===== src/rtl/prescaled_counter.sv =====
// Counter stepped by an internal prescaler tick: load, up/down, and wrap or one-shot
// terminal handling. LEDR, TC and DONE all come straight from registers.
module prescaled_counter #(
    parameter int WIDTH  = 5,
    parameter int PRESET = 19,
    parameter int DIV    = 10_000_000
) (
    input  logic             CLOCK_50,
    input  logic             RESET,
    input  logic [3:0]       SW,
    output logic [WIDTH-1:0] LEDR,
    output logic             TC,
    output logic             DONE
);

    localparam int                PS_W       = (DIV > 1) ? $clog2(DIV) : 1;
    localparam logic [PS_W-1:0]   PS_LAST    = PS_W'(DIV - 1);
    localparam logic [PS_W-1:0]   PS_ONE     = PS_W'(1);
    localparam logic [PS_W-1:0]   PS_ZERO    = PS_W'(0);
    localparam logic [WIDTH-1:0]  CNT_PRESET = WIDTH'(PRESET);
    localparam logic [WIDTH-1:0]  CNT_ZERO   = WIDTH'(0);
    localparam logic [WIDTH-1:0]  CNT_ONE    = WIDTH'(1);

    logic             load_s;
    logic             enable_s;
    logic             up_s;
    logic             oneshot_s;
    logic             tick_s;
    logic             at_end_s;
    logic [PS_W-1:0]  presc_r;
    logic [PS_W-1:0]  presc_nxt_s;
    logic [WIDTH-1:0] count_r;
    logic [WIDTH-1:0] count_nxt_s;
    logic             tc_r;
    logic             tc_nxt_s;
    logic             done_r;
    logic             done_nxt_s;

    assign load_s    = SW[0];
    assign enable_s  = SW[1];
    assign up_s      = SW[2];
    assign oneshot_s = SW[3];
    assign tick_s    = enable_s && (presc_r == PS_LAST);
    // Up mode treats any value at or above PRESET as terminal, so out-of-range counts never overflow.
    assign at_end_s  = up_s ? (count_r >= CNT_PRESET) : (count_r == CNT_ZERO);

    // Prescaler next value: a partial interval is discarded whenever counting is paused or loaded.
    always_comb begin
        presc_nxt_s = presc_r;
        if (load_s || !enable_s) begin
            presc_nxt_s = PS_ZERO;
        end else if (tick_s) begin
            presc_nxt_s = PS_ZERO;
        end else begin
            presc_nxt_s = presc_r + PS_ONE;
        end
    end

    // Counter, terminal pulse and one-shot flag next values; load outranks a coincident tick.
    always_comb begin
        count_nxt_s = count_r;
        tc_nxt_s    = 1'b0;
        done_nxt_s  = done_r;
        if (load_s) begin
            count_nxt_s = up_s ? CNT_ZERO : CNT_PRESET;
            done_nxt_s  = 1'b0;
        end else if (tick_s && !done_r) begin
            if (!at_end_s) begin
                count_nxt_s = up_s ? (count_r + CNT_ONE) : (count_r - CNT_ONE);
            end else if (oneshot_s) begin
                done_nxt_s = 1'b1;
                tc_nxt_s   = 1'b1;
            end else begin
                count_nxt_s = up_s ? CNT_ZERO : CNT_PRESET;
                tc_nxt_s    = 1'b1;
            end
        end else begin
            count_nxt_s = count_r;
            done_nxt_s  = done_r;
        end
    end

    // State registers with asynchronous reset to the preset value.
    always_ff @(posedge CLOCK_50 or posedge RESET) begin
        if (RESET) begin
            presc_r <= PS_ZERO;
            count_r <= CNT_PRESET;
            tc_r    <= 1'b0;
            done_r  <= 1'b0;
        end else begin
            presc_r <= presc_nxt_s;
            count_r <= count_nxt_s;
            tc_r    <= tc_nxt_s;
            done_r  <= done_nxt_s;
        end
    end

    assign LEDR = count_r;
    assign TC   = tc_r;
    assign DONE = done_r;

endmodule


===== config.mk =====
export PLATFORM = sky130hd
export DESIGN_NAME = prescaled_counter
export DESIGN_NICKNAME = d
export VERILOG_FILES = /design/src/rtl/prescaled_counter.sv
export SDC_FILE = /design/constraint.sdc
export NUM_CORES = 1
export LEC_CHECK = 0
export CORE_MARGIN = 4
export CORE_UTILIZATION = 50
export CTS_BUF_LIST = sky130_fd_sc_hd__clkbuf_4 sky130_fd_sc_hd__clkbuf_8
export DETAILED_ROUTE_END_ITERATION = 8
export HOLD_SLACK_MARGIN = 0.1
export PLACE_DENSITY = 0.74
export SLEW_MARGIN = 25
export SYNTH_ARGS = -nofsm -noshare
export SYNTH_HDL_FRONTEND = slang
export SYNTH_SLANG_ARGS = --single-unit

===== constraint.sdc =====
create_clock -name CLOCK_50 -period 2 [get_ports CLOCK_50]
set_input_delay 0.2 -clock CLOCK_50 [delete_from_list [all_inputs] [get_ports CLOCK_50]]
set_output_delay 0.2 -clock CLOCK_50 [all_outputs]
set_load 0.05 [all_outputs]

# == Yosys cells after proc, flatten, opt, wreduce, memory -nomap -nowiden ==
# Index checks and enable logic that the tools add are counted.
# totals
regBits,31
input_bits,6
out_inout_bits,7
wordCells,37
# classes
add_sub_neg,3
magnitude_cmp,1
n_eq_ne,2
n_mux,16
n_reduce_logical,11
# op_table
operator,n
$mux W24,2
$mux W5,6
$add A24 B1 Y24 const B,1
$eq A24 B24 Y1 const B,1
$mux W1,8
$reduce_bool A2 Y1,3
$add A5 B1 Y5 const B,1
$ge A5 B5 Y1 const B,1
$logic_not A5 Y1,1
$sub A5 B1 Y5 const B,1
$ne A3 B3 Y1 const B,1
$reduce_and A3 Y1,1
$logic_and A1 B1 Y1,2
$logic_not A1 Y1,2
$reduce_and A2 Y1,1
$logic_or A1 B1 Y1,1

# == Longest topological paths before layout ==
# logic_depth
word_depth,5
ltp_mapped,8

# == Worst setup path before layout ==
# OpenSTA, ideal clock, no wires.
# synth_path
kind,register -> register
start,register count_r[0] (netlist: LEDR[0])
end,register count_r[4] (netlist: LEDR[4])
setup_ps,60
arrival_ps,2249
path_slack_ps,-309
stages_incl_launch_ff,8
synth_period_minus_slack_ps,2309
cell_sequence,dfstp_2 -> inv_1 -> fa_1 -> nand2b_1 -> a21oi_1 -> mux2_2 -> a22oi_1 -> mux2_4
# synth_via
elab_chain_len,5
# synth_lines
element,line,source
start: declaration,32,logic [WIDTH-1:0] count_r;
start signal: assignment,92,count_r <= count_nxt_s;
$sub A5 B1 Y5 (tied with other cells),69,count_nxt_s = up_s ? (count_r + CNT_ONE) : (count_r - CNT_ONE);
$mux W5 / $mux W1 (equally long branches),"69, 45",
$mux W5,68,if (!at_end_s) begin
$mux W5,67,end else if (tick_s && !done_r) begin
$mux W5,64,if (load_s) begin
# Several ways; a longest one is shown, not always the timed one. The select of a mux whose other input is x is not followed.
# A chain may end at the register's enable or synchronous reset.

# == Worst setup path after layout ==
# layout_path
start,register presc_r[1]
end,register count_r[4] (netlist: LEDR[4])
# layout_via
elab_chain_len,5
# layout_lines
element,line,source
start: declaration,30,logic [PS_W-1:0] presc_r;
start signal: assignment,91,presc_r <= presc_nxt_s;
$eq A24 B24 Y1,43,assign tick_s = enable_s && (presc_r == PS_LAST);
$logic_and A1 B1 Y1,43,
$logic_and A1 B1 Y1,67,
$reduce_bool A2 Y1 (no source line),n/a,
$reduce_and A2 Y1 (no source line),n/a,
# Every way passes these cells.

==> flow_metrics.tcl <==
set metrics [dict create \
    max_cap_viol_count 0 \
    die_h_um 67.1 \
    drv_slew 0 \
    final_util_pct 70.3 \
    pwr-share-comb_pct 22.7 \
    placed_cell_area_mm2 0.00219 \
    yosysWarnings 0 \
    clk_latency_ns 0.33 \
    yosysUniqueCellTypes 40 \
    hold_class "input pin to asynchronous set/reset pin" \
    r2r_start "presc_r[1]" \
    fill_cells 260 \
    crit_path_end_kind "flip-flop" \
    p_sw_share_pct 29.0 \
    final_antenna_net_count 0 \
    rsz0062_at_grt "yes" \
    fin_crit_ns 2.08 \
    postCtsHoldBufs 0 \
    die_w_um 67.1 \
    p_clk_share_pct 27.9 \
    post-route-period-util_pct 104 \
    critical_path_class "flip-flop to flip-flop" \
    antenna_found_initial 0 \
    grt_overflow 0 \
    worstPathMaxFanout 5 \
    ios 13 \
    ir_drop_uv 377 \
    num_vias 1522 \
    maxSlewHeadroom_pct 60.1 \
    clk_pin_slew_ns 0.09 \
    max_freq_ghz 0.481 \
    synth_top_area_cell "dfrtp_1" \
    worst_pin_slew_ns 0.598 \
    violations "negative setup slack" \
    pwr-share-seq_pct 49.4 \
    finalHoldViolations 0 \
    grt_pass1_wl_mm 6.97 \
    cts_tree "built" \
    p_sw_mw 0.400 \
    synth_area_per_cell_um2 9.56 \
    power_density_mw_per_mm2 583 \
    cpPeakStageDelay_ns 0.57 \
    crit_arrival_ns 2.35 \
    layout_common_cells "nor2_1 (36), buf_4 (36), dfrtp_1 (28)" \
    io_buffer_count 12 \
    vias_per_cell 5.42 \
    synth.top_cells.by_area "dfrtp_1 (40%), xor2_1 (8.0%), nor2_1 (7.7%)" \
    post-route-drc-count 0 \
    post-place-ws_ns -0.188 \
    wl_mm 4.28 \
    coreArea_mm2 0.00336 \
    setup_slack_ns -0.0784 \
    numCtsBuffers 5 \
    start_kind "flip-flop" \
    grt_use_total_pct 21.1 \
    die_area_mm2 0.00451 \
    status "complete, but fails checks" \
    rr_worst_depth 6 \
    wl_per_cell_um 15.2 \
    clock_skew_ns 0.00621 \
    clockBufferDepth 2 \
    grt_pass1_vias 1574 \
    critPathRequiredTime_ns 2.27 \
    synthArstFlopShare_pct 100 \
    layout-drive-gt1-share_pct 30.2 \
    grt_start_max_net_pins 24 \
    syn_inst 183 \
    gp_congestion 0.864 \
    worstSetupStartpoint "presc_r[1]" \
    cp_slowest_cell "or4_4" \
    rows 21 \
    synth_top_area_share_pct 40.1 \
    fin_area_mm2 0.00236 \
    leakage_nw 1.07 \
    cts.sinks 31 \
    num-nets-final 245 \
    antennaDiodeCount 0 \
    syn2layout_area_growth_pct 35.2 \
    p_int_mw 0.978 \
    root_buffer "clkbuf_4" \
    synth_edf_count 0 \
    synthesis.nets 194 \
    h-tree-depth 2 \
    crit_chain "ha_2, nand4_4, or4_4, a2111o_1, nor2b_4, mux2_4" \
    finalSetupViolations 4 \
    ys_seq_area_share_pct 44.6 \
    ys_ff_latch 31 \
    first_pass_iters 4 \
    synth_area_mm2 0.00175 \
    drt_iter0_markers 82 \
    dp_hpwl_mm 2.93 \
    synth_ff_type "dfrtp_1" \
    floorplan.initialDensity_pct 52.0 \
]
[kinds of logic after synthesis]
kind of cell	share of synthesized area, %
AO/OA/AOI/OAI	4.79
XOR/XNOR	11.5
adder cells (fa/ha/maj)	4.01
buffers and inverters	3.08
flip-flops	44.6
multiplexers	3.86
AND/OR/NAND/NOR	28.2
[routing by layer]
metal	wire, um	GRT usage (%)	part of all wire [%]	vias to the layer above
li1	-	-	-	730
met1	1890	25.0	44	745
met2	2150	35.0	50	37
met3	156	4.49	3.6	10
met4	85	12.7	2.0	0
met5	0	0	0	-
[power groups by stage]
stage | registers, mW | clock network, mW | logic (mW)
floorplan | 0.736 | 0 | 0.139
finish | 0.681 | 0.385 | 0.313
CTS | 0.681 | 0.394 | 0.307
global placement | 0.689 | 0 | 0.281
global route | 0.684 | 0.419 | 0.335
detailed placement | 0.692 | 0 | 0.295
[worst paths after layout]
path / slack, ns / end
max in group asynchronous: 1.26 / presc_r[23]
hold reg to reg: 0.56 / presc_r[0]
min in group CLOCK_50: 0.52 / presc_r[6]
setup reg to reg: -0.08 / LEDR[4]
setup / recovery: -0.08 / LEDR[4]
hold / removal: 0.24 / presc_r[15]
[registers in the layout, indices dropped and copies added, names as in the netlist]
| name | count |
|---|---|
| DONE | 1 |
| LEDR | 5 |
| TC | 1 |
| presc_r | 24 |
[per-stage QoR]
stage          TNS [ns]  instances  hold WS, ns  total power [mW]
6_report         -0.138        281        0.243              1.38
5_1_grt           -1.43        281        0.253              1.44
4_1_cts         -0.0448        277        0.228              1.38
3_5_place_dp     -0.326        267        0.539             0.986
3_3_place_gp     -0.141        267        0.522             0.969
2_1_floorplan   -0.0935        183        0.276             0.875
[synthesized netlist by cell type, types with 4 or more instances]
| cell | count |
|---|---|
| nor2_1 | 36 |
| ha_1 | 4 |
| inv_1 | 7 |
| nand3_1 | 9 |
| xor2_1 | 16 |
| and3_1 | 5 |
| a21oi_1 | 7 |
| nor3_1 | 4 |
| nand4_1 | 7 |
| xnor2_1 | 7 |
| nand2_1 | 13 |
| dfrtp_1 | 28 |
[area by class of cell]
type	instances	area [um2]	area share, %
inverter	7	28.8	1.22
clock buffer	8	60.1	2.54
multi-input combinational	140	1010	42.8
tap	46	57.6	2.43
sequential	31	783	33.1
timing repair buffer	49	423	17.9
[critical path: cells and delay by family, from the launching register on]
kind | cells | cell delay (ns)
and+or+nand+nor | 3 | 0.81
DFF | 1 | 0.37
AOI/OAI and AO/OA | 1 | 0.34
muxes | 1 | 0.29
adders and majority gates | 1 | 0.20
[what timing repair did]
action | 4_1_cts | 5_1_grt
pin swaps | 3 | 0
endpoints found under the setup margin | 4 | 29
cloned | 0 | 0
endpoints found under the hold margin | 0 | 0
resized for setup | 6 | 5
buffers inserted | 2 | 4
Note: power is estimated with default switching activity, not from simulation.
